--- src/rtl/matmul_pkg.sv ---
// matmul_pkg: shared state encoding, widths and part codes for the
// matmul sequencer (matmul_ctrl, matmul_idx_cnt, matmul_ctrl_if).
package matmul_pkg;

   localparam int N_DEF  = 4;
   localparam int ADDR_W = 5;
   localparam int BYTE_W = 8;
   localparam int RES_W  = 18;
   localparam int IDX_W  = 3;

   localparam logic [1:0] PART_LO  = 2'b00;
   localparam logic [1:0] PART_MID = 2'b01;
   localparam logic [1:0] PART_HI  = 2'b10;

   typedef enum logic [3:0] {
      S_IDLE,
      S_LOAD,
      S_CLR,
      S_RD_A,
      S_RD_B,
      S_LD_B,
      S_ACC,
      S_WR,
      S_OUT_RD,
      S_OUT_BYTE,
      S_DONE
   } state_t;

   typedef struct packed {
      logic in_ready;
      logic out_valid;
      logic busy;
      logic done;
      logic memin_read;
      logic memout_read;
      logic memout_write;
      logic reswrite;
      logic awrite;
      logic bwrite;
      logic clear_res;
   } ctl_t;

   // Moore strobe pattern for each state.
   function automatic ctl_t ctl_of(state_t s);
      ctl_t c;
      c = '0;
      c.busy = (s != S_IDLE);
      case (s)
         S_LOAD:     c.in_ready = 1'b1;
         S_CLR:      c.clear_res = 1'b1;
         S_RD_A:     c.memin_read = 1'b1;
         S_RD_B: begin
            c.memin_read = 1'b1;
            c.awrite     = 1'b1;
         end
         S_LD_B:     c.bwrite = 1'b1;
         S_ACC:      c.reswrite = 1'b1;
         S_WR:       c.memout_write = 1'b1;
         S_OUT_RD:   c.memout_read = 1'b1;
         S_OUT_BYTE: c.out_valid = 1'b1;
         S_DONE:     c.done = 1'b1;
         default:    ;
      endcase
      return c;
   endfunction

   // Byte index within a result triple to datapath part code.
   function automatic logic [1:0] part_of(logic [1:0] b);
      logic [1:0] p;
      p = PART_HI;
      if (b == 2'd0) p = PART_LO;
      else if (b == 2'd1) p = PART_MID;
      return p;
   endfunction

endpackage

--- src/rtl/matmul_ctrl_if.sv ---
// matmul_ctrl_if: load-stream and result-stream valid/ready handshakes.
// master = environment side, slave = matmul_ctrl side.
interface matmul_ctrl_if;

   logic in_valid;
   logic in_ready;
   logic out_valid;
   logic out_ready;

   modport master (
      output in_valid,
      output out_ready,
      input  in_ready,
      input  out_valid
   );

   modport slave (
      input  in_valid,
      input  out_ready,
      output in_ready,
      output out_valid
   );

endinterface

--- src/rtl/matmul_idx_cnt.sv ---
// matmul_idx_cnt: nested i/j/k element counters for the compute walk.
// k steps per MAC, j then i step per written element; both wrap.
module matmul_idx_cnt
   import matmul_pkg::*;
#(
   parameter int N = N_DEF
) (
   input  logic             clk,
   input  logic             rst,
   input  logic             clr,
   input  logic             step_k,
   input  logic             step_ij,
   output logic [IDX_W-1:0] i,
   output logic [IDX_W-1:0] j,
   output logic [IDX_W-1:0] k,
   output logic             last_k,
   output logic             last_ij
);

   localparam logic [IDX_W-1:0] LAST = IDX_W'(N - 1);

   assign last_k  = (k == LAST);
   assign last_ij = (i == LAST) && (j == LAST);

   // Advance k on MAC, j/i on write-back; wrap to zero after the last.
   always_ff @(posedge clk or negedge rst) begin
      if (!rst) begin
         i <= '0;
         j <= '0;
         k <= '0;
      end else if (clr) begin
         i <= '0;
         j <= '0;
         k <= '0;
      end else begin
         if (step_k)
            k <= last_k ? '0 : k + IDX_W'(1);
         if (step_ij) begin
            if (j == LAST) begin
               j <= '0;
               i <= (i == LAST) ? '0 : i + IDX_W'(1);
            end else begin
               j <= j + IDX_W'(1);
            end
         end
      end
   end

endmodule

--- src/rtl/matmul_ctrl.sv ---
// matmul_ctrl: load / compute / stream-out sequencer for the 8-bit
// matmul datapath. Optional MATMUL_CTRL_CYCLE_CNT_EN adds cycle_cnt.
module matmul_ctrl
   import matmul_pkg::*;
#(
   parameter int N = N_DEF
) (
   input  logic              clk,
   input  logic              rst,
   input  logic              start,
   matmul_ctrl_if.slave      hs,
   output logic              busy,
   output logic              done,
   output logic              memin_read,
   output logic              memin_write,
   output logic              memout_read,
   output logic              memout_write,
   output logic              Reswrite,
   output logic              Awrite,
   output logic              Bwrite,
   output logic              clearRes,
   output logic [ADDR_W-1:0] addr,
   output logic [ADDR_W-1:0] memout_addr,
   output logic [1:0]        part
`ifdef MATMUL_CTRL_CYCLE_CNT_EN
   ,
   output logic [15:0]       cycle_cnt
`endif
);

   localparam logic [ADDR_W-1:0] LD_LAST = ADDR_W'(2 * N * N - 1);
   localparam logic [ADDR_W-1:0] E_LAST  = ADDR_W'(N * N - 1);
   localparam logic [ADDR_W-1:0] B_BASE  = ADDR_W'(N * N);
   localparam logic [ADDR_W-1:0] NA      = ADDR_W'(N);

   state_t            state;
   state_t            state_d;
   ctl_t              ctl;
   logic [ADDR_W-1:0] ld_cnt;
   logic [ADDR_W-1:0] e_cnt;
   logic [1:0]        b_idx;
   logic [IDX_W-1:0]  i;
   logic [IDX_W-1:0]  j;
   logic [IDX_W-1:0]  k;
   logic              last_k;
   logic              last_ij;
   logic              take_start;
   logic              take_byte;
   logic              take_out;
   logic              last_byte;

   assign take_start = (state == S_IDLE) && start;
   assign take_byte  = (state == S_LOAD) && hs.in_valid;
   assign take_out   = (state == S_OUT_BYTE) && hs.out_ready;
   assign last_byte  = take_out && (b_idx == 2'd2);

   matmul_idx_cnt #(.N(N)) u_idx (
      .clk     (clk),
      .rst     (rst),
      .clr     (take_start),
      .step_k  (state == S_ACC),
      .step_ij (state == S_WR),
      .i       (i),
      .j       (j),
      .k       (k),
      .last_k  (last_k),
      .last_ij (last_ij)
   );

   // Next-state selection.
   always_comb begin
      state_d = state;
      unique case (state)
         S_IDLE:     if (start) state_d = S_LOAD;
         S_LOAD:     if (take_byte && ld_cnt == LD_LAST)
                        state_d = S_CLR;
         S_CLR:      state_d = S_RD_A;
         S_RD_A:     state_d = S_RD_B;
         S_RD_B:     state_d = S_LD_B;
         S_LD_B:     state_d = S_ACC;
         S_ACC:      state_d = last_k ? S_WR : S_RD_A;
         S_WR:       state_d = last_ij ? S_OUT_RD : S_CLR;
         S_OUT_RD:   state_d = S_OUT_BYTE;
         S_OUT_BYTE: if (last_byte)
                        state_d = (e_cnt == E_LAST) ? S_DONE : S_OUT_RD;
         S_DONE:     state_d = S_IDLE;
         default:    state_d = S_IDLE;
      endcase
   end

   // State, registered strobes and phase counters.
   always_ff @(posedge clk or negedge rst) begin
      if (!rst) begin
         state  <= S_IDLE;
         ctl    <= '0;
         ld_cnt <= '0;
         e_cnt  <= '0;
         b_idx  <= '0;
      end else begin
         state <= state_d;
         ctl   <= ctl_of(state_d);
         if (take_start)
            ld_cnt <= '0;
         else if (take_byte)
            ld_cnt <= ld_cnt + ADDR_W'(1);
         if (take_start)
            e_cnt <= '0;
         else if (last_byte && e_cnt != E_LAST)
            e_cnt <= e_cnt + ADDR_W'(1);
         if (state == S_OUT_RD)
            b_idx <= '0;
         else if (take_out)
            b_idx <= (b_idx == 2'd2) ? 2'd0 : b_idx + 2'd1;
      end
   end

   assign busy         = ctl.busy;
   assign done         = ctl.done;
   assign hs.in_ready  = ctl.in_ready;
   assign hs.out_valid = ctl.out_valid;
   assign memin_read   = ctl.memin_read;
   assign memout_read  = ctl.memout_read;
   assign memout_write = ctl.memout_write;
   assign Reswrite     = ctl.reswrite;
   assign Awrite       = ctl.awrite;
   assign Bwrite       = ctl.bwrite;
   assign clearRes     = ctl.clear_res;
   assign memin_write  = take_byte;

   // Input-memory address: load slot, A(i,k) or B(k,j).
   always_comb begin
      addr = '0;
      case (state)
         S_LOAD: addr = ld_cnt;
         S_RD_A: addr = ADDR_W'(i) * NA + ADDR_W'(k);
         S_RD_B: addr = B_BASE + ADDR_W'(k) * NA + ADDR_W'(j);
         default: addr = '0;
      endcase
   end

   // Output-memory address: C(i,j) on write, element index on read-out.
   always_comb begin
      memout_addr = '0;
      case (state)
         S_WR:       memout_addr = ADDR_W'(i) * NA + ADDR_W'(j);
         S_OUT_RD:   memout_addr = e_cnt;
         S_OUT_BYTE: memout_addr = e_cnt;
         default:    memout_addr = '0;
      endcase
   end

   assign part = (state == S_OUT_BYTE) ? part_of(b_idx) : PART_LO;

`ifdef MATMUL_CTRL_CYCLE_CNT_EN
   logic in_compute;

   assign in_compute = state inside {S_CLR, S_RD_A, S_RD_B,
                                     S_LD_B, S_ACC, S_WR};

   // Saturating count of compute-phase cycles for the current job.
   always_ff @(posedge clk or negedge rst) begin
      if (!rst)
         cycle_cnt <= '0;
      else if (take_start)
         cycle_cnt <= '0;
      else if (in_compute && cycle_cnt != 16'hFFFF)
         cycle_cnt <= cycle_cnt + 16'd1;
   end
`endif

endmodule

--- src/flat_wrapper.sv ---
// flat-port wrapper written by rule: the top's interface ports become plain ports
module matmul_ctrl_flat import matmul_pkg::*;
#(
   parameter int N = N_DEF
)
  (clk, rst, start, busy, done, memin_read, memin_write, memout_read, memout_write, Reswrite, Awrite, Bwrite, clearRes, addr, memout_addr, part, hs_in_valid, hs_out_ready, hs_in_ready, hs_out_valid);
  matmul_ctrl_if hs_i ();
  input  logic clk;
  input  logic rst;
  input  logic start;
  output logic busy;
  output logic done;
  output logic memin_read;
  output logic memin_write;
  output logic memout_read;
  output logic memout_write;
  output logic Reswrite;
  output logic Awrite;
  output logic Bwrite;
  output logic clearRes;
  output logic [ADDR_W-1:0] addr;
  output logic [ADDR_W-1:0] memout_addr;
  output logic [1:0] part;
  input wire logic [$bits(hs_i.in_valid)-1:0] hs_in_valid;
  input wire logic [$bits(hs_i.out_ready)-1:0] hs_out_ready;
  output wire logic [$bits(hs_i.in_ready)-1:0] hs_in_ready;
  output wire logic [$bits(hs_i.out_valid)-1:0] hs_out_valid;
  assign hs_i.in_valid = hs_in_valid;
  assign hs_i.out_ready = hs_out_ready;
  assign hs_in_ready = hs_i.in_ready;
  assign hs_out_valid = hs_i.out_valid;
  matmul_ctrl #(.N(N)) u_core (.clk(clk), .rst(rst), .start(start), .hs(hs_i), .busy(busy), .done(done), .memin_read(memin_read), .memin_write(memin_write), .memout_read(memout_read), .memout_write(memout_write), .Reswrite(Reswrite), .Awrite(Awrite), .Bwrite(Bwrite), .clearRes(clearRes), .addr(addr), .memout_addr(memout_addr), .part(part));
endmodule
--- config.mk ---
export PLATFORM = sky130hd
export DESIGN_NAME = matmul_ctrl_flat
export DESIGN_NICKNAME = d
export VERILOG_FILES = /design/src/rtl/matmul_pkg.sv /design/src/rtl/matmul_ctrl_if.sv /design/src/rtl/matmul_idx_cnt.sv /design/src/rtl/matmul_ctrl.sv /design/src/flat_wrapper.sv
export SDC_FILE = /design/constraint.sdc
export NUM_CORES = 1
export LEC_CHECK = 0
export CORE_MARGIN = 2
export CORE_UTILIZATION = 57
export CTS_BUF_LIST = sky130_fd_sc_hd__clkbuf_16
export CTS_CLUSTER_SIZE = 20
export DETAILED_ROUTE_END_ITERATION = 6
export GPL_ROUTABILITY_DRIVEN = 0
export HOLD_SLACK_MARGIN = 0.12
export PLACE_DENSITY = 0.92
export SLEW_MARGIN = 20
export SYNTH_ARGS = -nofsm -noshare
export SYNTH_HDL_FRONTEND = slang
export SYNTH_HIERARCHICAL = 1
export SYNTH_SLANG_ARGS = --single-unit
--- constraint.sdc ---
create_clock -name clk -period 3.07 [get_ports clk]
set_clock_uncertainty 0.05 [all_clocks]
set_input_delay 0.614 -clock clk [delete_from_list [all_inputs] [get_ports clk]]
set_output_delay 0.614 -clock clk [all_outputs]
set_load 0.02 [all_outputs]
==> impl_metrics.toml <==
[status]
outcome = "finished clean"

[setup_path]
crit_type = "reg -> out"
rr_worst_depth = 7
critPathMaxFanout = 5
startpoint_type = "flop"
r2r-start = "u_core/u_idx/j[0]"
r2r-end = "u_core/busy"
cp.arrival_ns = 2.23
cp-end-kind = "output port"
worst_ep_required_time_ns = 2.41
reg2reg_slack_ns = 0.71

[logic_synthesis]
synthMuxAreaShare_pct = 0.5242
synth_top_family_by_area = "simple AND/OR/NAND/NOR gates"
ys_warn_count = 6
syn-instance-count = 187
synth_simple_gate_area_share_pct = 20.18
syn_nets = 205
ys_types = 41
synth_fa_ha_area_share_pct = 8.519
ys_ff_latch = 36
yosysSeqAreaShare_pct = 47.18
synth_xor_area_share_pct = 3.670
synth_compound_area_share_pct = 14.94
postSynthAreaPerCell_um2 = 10.21
syn-cell-area_um2 = 1909

[final_layout]
drive_gt1_share_pct = 8.559
layout_common_cells = "36 x dfrtp_1, 28 x clkdlybuf4s50_1, 15 x inv_1"
antenna_cells = 0
area_delta_synth_final_pct = 27.92
final_common_cell = "dfrtp_1"
num-nets-final = 239

[clocking]
cts.sinks = 36
ctsHtreeMaxLevel = 2
cts_tree = "built"
cts_hold_buffers = 0
cts_buffer_depth = 2
clockRootBuffer = "clkbuf_16"
cts_buffers = 5
cts_resized = 0
clk_pin_slew_ns = 0.06
insertion_delay_ns = 0.28
cts_setup_buffers = 0

[global_route]
grt_pass1_vias = 1411
grt_pass1_wl_mm = 6.637
grt_start_max_net_pins = 37
grt_overflow = 0
grt.total_usage_pct = 24.76
antenna_found_initial = 0

[floorplanning]
io_pins = 29
die_w_um = 61.88
die_h_um = 61.88
core_area_um2 = 3284
initial_core_util_pct = 58.13
rows = 21
die_area_um2 = 3829

[routing]
num_vias = 1553
antenna_left = 0
drtPass1Iterations = 6
finalWirelength_mm = 4.058
drc = 0
drt-wirelength-per-cell_um = 15.14
drt_iter0_markers = 213
viasPerCell = 5.795

[placed_design]
dpl.hpwl_mm = 2.857
port_buffers = 28

[hold_path]
hold_depth = 2
hold_path.class = "reg -> reg"
hold_start = "u_core/e_cnt[4]"
hold_end = "u_core/e_cnt[4]"

[sta]
post-route-period-util_pct = 94.16
drv_slew = 0
rsz0062_at_grt = "false"
max-slew-margin-rel_pct = 61.29
finalHoldViolations = 0
tightest_slew_ns = 0.5794
period_needed_ns = 2.891
setup_violations = 0
tns_ns = 0
fmaxAchievable_mhz = 345.9

[power_and_ir_drop]
ir_drop_mv = 0.5151
p_per_area_nw_per_um2 = 898.9
p_total_uw = 2195
power_leakage_uw = 0.001165

[flow_run]
drv_cap = 0
-- cells in the mapped netlist --
| library cell | n | share of area, % |
|---|---|---|
| ha_1 | 13 | 8.5 |
| o21bai_1 | 1 | 0.39 |
| mux2i_1 | 1 | 0.52 |
| o21ai_0 | 6 | 1.6 |
| nor4b_1 | 2 | 0.92 |
| and3_1 | 6 | 2.0 |
| nand2_1 | 11 | 2.2 |
| a311oi_1 | 2 | 0.92 |
| nand3b_1 | 4 | 1.6 |
| nand4b_1 | 1 | 0.46 |
| or3_1 | 2 | 0.66 |
| a211o_1 | 1 | 0.46 |
| and2_1 | 1 | 0.33 |
| or4_1 | 1 | 0.39 |
| nand4bb_1 | 1 | 0.59 |
| o41ai_1 | 1 | 0.46 |
| and4b_1 | 1 | 0.52 |
| nor3b_1 | 4 | 1.6 |
| a211oi_1 | 3 | 1.2 |
| dfrtp_1 | 36 | 47 |
| xor2_1 | 6 | 2.8 |
| and3b_1 | 1 | 0.46 |
| nand3_1 | 7 | 1.8 |
| nor2_1 | 12 | 2.4 |
| clkbuf_1 | 5 | 0.98 |
| nor4_1 | 1 | 0.33 |
| a2111o_1 | 1 | 0.59 |
| a222oi_1 | 5 | 2.6 |
| xnor2_1 | 2 | 0.92 |
| buf_2 | 3 | 0.79 |
| or3b_1 | 2 | 0.92 |
| inv_1 | 15 | 2.9 |
| nand2b_1 | 5 | 1.6 |
| nor3_1 | 3 | 0.79 |
| a311o_1 | 1 | 0.52 |
| a21oi_1 | 10 | 2.6 |
| a22o_1 | 5 | 2.3 |
| clkbuf_2 | 1 | 0.26 |
| nor2b_4 | 1 | 0.72 |
| a21o_1 | 2 | 0.79 |
| a21bo_2 | 1 | 0.52 |
-- worst max-delay path: stages, from the launching register on --
cell	delay [ns]
dfrtp_1	0.43
ha_1	0.23
ha_1	0.19
xor2_1	0.14
a222oi_1	0.34
inv_1	0.09
clkdlybuf4s50_1	0.54
-- metal layers --
layer	track usage (%)	share of wire, %	vias up
met3	7.660	4.9	6
met1	34.09	44	751
met4	11.25	2.0	0
met5	0	0	-
li1	-	-	744
met2	35.94	49	52
-- metrics by stage --
step           setup WS, ns  cells  instance area [um2]  hold slack, ns  util [%]
6_report             0.1794    268                 2442          0.4643     74.36
5_1_grt             0.03158    268                 2442          0.4971     74.36
4_1_cts              0.1725    268                 2442          0.4673     74.36
3_5_place_dp         0.4836    260                 2275          0.4537     69.26
3_3_place_gp         0.5381    260                 2275          0.4510     69.26
2_1_floorplan        0.7700    187                 1909          0.2684         -
-- area by class of cell --
type,count,area (um2)
Clock buffer,5,125.1
Inverter,15,56.30
Tap cell,46,57.56
Fill cell,212,842.1
Sequential cell,36,900.9
Timing Repair Buffer,36,340.3
Clock inverter,3,42.54
Multi-Input combinational cell,127,919.6
-- sequential cells by signal, indices dropped and copies added (netlist names), 2 cells and up --
register / cells
u_core/u_idx/k: 3
u_core/state: 4
u_core/ld_cnt: 5
u_core/u_idx/j: 3
u_core/u_idx/i: 3
u_core/e_cnt: 5
u_core/b_idx: 2
-- power breakdown --
group	internal, uW	switching, uW	leakage, uW	total, uW
sequential	611	184	0.000476	796
combinational	400	429	0.000609	830
clock	381	189	0.0000798	570
-- worst max-delay path by stage --
stage | from | end | slack, ns
final | u_core/u_idx/i[0] | addr[4] | 0.18
after global routing | u_core/u_idx/i[0] | addr[4] | 0.03
after CTS | u_core/u_idx/i[0] | addr[4] | 0.17
after detailed placement | u_core/state[3] | addr[1] | 0.48
after global placement | u_core/state[3] | memout_addr[4] | 0.54
after floorplan | u_core/state[2] | addr[0] | 0.77
-- kinds of logic (layout without fill, tap and decap cells) --
logic type,after synthesis,after routing
fa+ha+maj,13,13
flops,36,36
buf+inv,24,59
compound gates,39,39
simple gates,66,66
mux,1,1
xor+xnor,8,8
No activity file was read; power rests on OpenSTA's default activity.
==> variant: new RTL, same settings <==
Set the package constant `IDX_W` to 2 (it was 3).
--- a/src/rtl/matmul_pkg.sv
+++ b/src/rtl/matmul_pkg.sv
@@ -6,7 +6,7 @@
    localparam int ADDR_W = 5;
    localparam int BYTE_W = 8;
    localparam int RES_W  = 18;
-   localparam int IDX_W  = 3;
+   localparam int IDX_W  = 2;
 
    localparam logic [1:0] PART_LO  = 2'b00;
    localparam logic [1:0] PART_MID = 2'b01;
Check against the original RTL: no difference found for any inputs over 10 cycles, from zero or initial values and one cycle with rst low; that may be too few to reach the edited logic, so the function may still have changed.
==> variant against the unedited design <==
Count of clock-buffer cells in the layout stayed put. Via count is 12% lower. Worst setup slack worse by 0.071 ns. Total power is 11% lower. Die area is 12% lower. Non-clock buffer count is 3 lower. Wire length is 3.8% lower. Sequential cell count is 3 lower. Synthesized area is 13% lower. Cell area is 12% lower. Global-route usage is 1.2 points higher. Core utilization is 3.9 points higher. Critical path depth is 1 lower. Largest cell class is now registers. Largest power group unchanged.
==> variant: results (changes against the unedited design) <==
Outcome
  • Status: complete, no violations

Synth
  • Post-synthesis compound-gate area fraction: 0.158 (+0.00876)
  • Mux share of post-synthesis cell area: 0.0120 (+0.00675)
  • Adder-cell share of the synthesized area: 0.0525 (-0.0327)
  • Top cells by area, synth: dfrtp_1, ha_1, nor2_1
  • Main flop type after synthesis: dfrtp_1
  • Top post-synthesis cells by count: dfrtp_1, nor2_1, inv_1
  • Number of distinct library cells after synthesis: 39 (-4.9%)
  • Register area share after synthesis: 0.495 (+0.0229)
  • Mapped Nets: 176 (-14%)
  • Synth Area in XOR/XNOR: 0.0262 (-0.0105)
  • Avg Cell Area, Syn: 10.2 µm² (-0.32%)

Power and ir drop
  • Max VDD drop: 0.914 mV (+77%)
  • Switching part of the total: 0.380 (+0.0149)
  • P_comb: 758 µW (-8.7%)
  • Sequential power: 737 µW (-7.4%)

Drt
  • 1st-iter DRT viols: 73 (-66%)
  • Drt first pass iters: 4 (-2)
  • Post-Route WL: 3900 µm (-3.8%)
  • Vias after detailed routing: 1370 (-12%)

Timing
  • Rel. slew slack: 0.712 (+0.0992)

Cells and area
  • Share of cells above drive strength 1: 0.121 (+0.0350)
  • # fillers: 193 (-9.0%)
  • Final Non-Filler Cells: 230 (-14%)
  • Final #Nets: 210 (-12%)

Place
  • Cell count after placement: 222 (-15%)
  • DPL Wire Length: 2690 µm (-5.9%)

GRT
  • Largest net degree at the start of global routing: 34 (-8.1%)
  • Vias in the first global route: 1324 (-6.2%)
  • Total GRT Usage: 0.260 (+0.0121)

Worst setup path
  • Worst R2R Path Depth: 6 (-1)
  • CP arrival: 2.30 ns (+0.07 ns)
  • Flop2flop setup slack: 0.87 ns (+0.16 ns)
  • CP max stage delay: 0.59 ns (+0.05 ns)
  • RR Startpoint: u_core/e_cnt[0]
  • Worst-path fanout max: 12 (+7)
  • FF-to-FF End: u_core/e_cnt[3]

Clocking
  • Post-CTS Resized: 2 (+2)
  • Max Buffers Root-to-Sink: 2 (unchanged)
-- variant: cell count changes after synthesis, moves of 3 or more --
| cell | unedited run | this run |
|---|---|---|
| nor2_1 | 12 | 16 |
| nand2_1 | 11 | 8 |
| dfrtp_1 | 36 | 33 |
| inv_1 | 15 | 11 |
| ha_1 | 13 | 7 |
-- variant: layer usage --
metal,vias to the layer above,share of wire,global-route usage
li1,655,-,-
met3,6,0.063,0.0893
met5,-,0,0
met2,49,0.49,0.422
met1,660,0.43,0.313
met4,0,0.017,0.116
-- variant: metrics by stage --
step	power (mW)	utilization	setup slack [ns]	cell area (µm²)	hold slack, ns
floorplan	1.17	-	0.744	1670	0.268
CTS	1.95	0.781	0.0374	2150	0.451
finish	1.96	0.783	0.109	2160	0.451
detailed placement	1.46	0.727	0.269	2010	0.440
global route	2.07	0.783	0.0124	2160	0.480
global placement	1.42	0.727	0.417	2010	0.432
-- variant: worst max path at each step --
stage / startpoint / to / slack [ns] / depth (start not counted)
floorplan: u_core/state[2] / addr[2] / 0.74 / 5
global placement: hs_in_valid / memin_write / 0.42 / 4
detailed placement: u_core/state[3] / addr[1] / 0.27 / 5
CTS: u_core/state[0] / memin_write / 0.04 / 5
global route: u_core/state[3] / addr[1] / 0.01 / 5
finish: u_core/state[3] / memin_write / 0.11 / 5
-- variant: worst min-delay path, stage by stage, from the launching register on --
cell	delay, ns
dfrtp_1	0.34
nand3_1	0.06
o21ai_0	0.06
-- variant: cell type report --
type                       instances  area, µm²  share of cell area
clock inverter                     3       13.8             0.00638
tap                               31       38.8              0.0180
clock buffer                       5        125              0.0580
sequential                        33        830               0.384
multi-input combinational        113        788               0.365
timing repair buffer              33        318               0.147
inverter                          12       45.0              0.0209
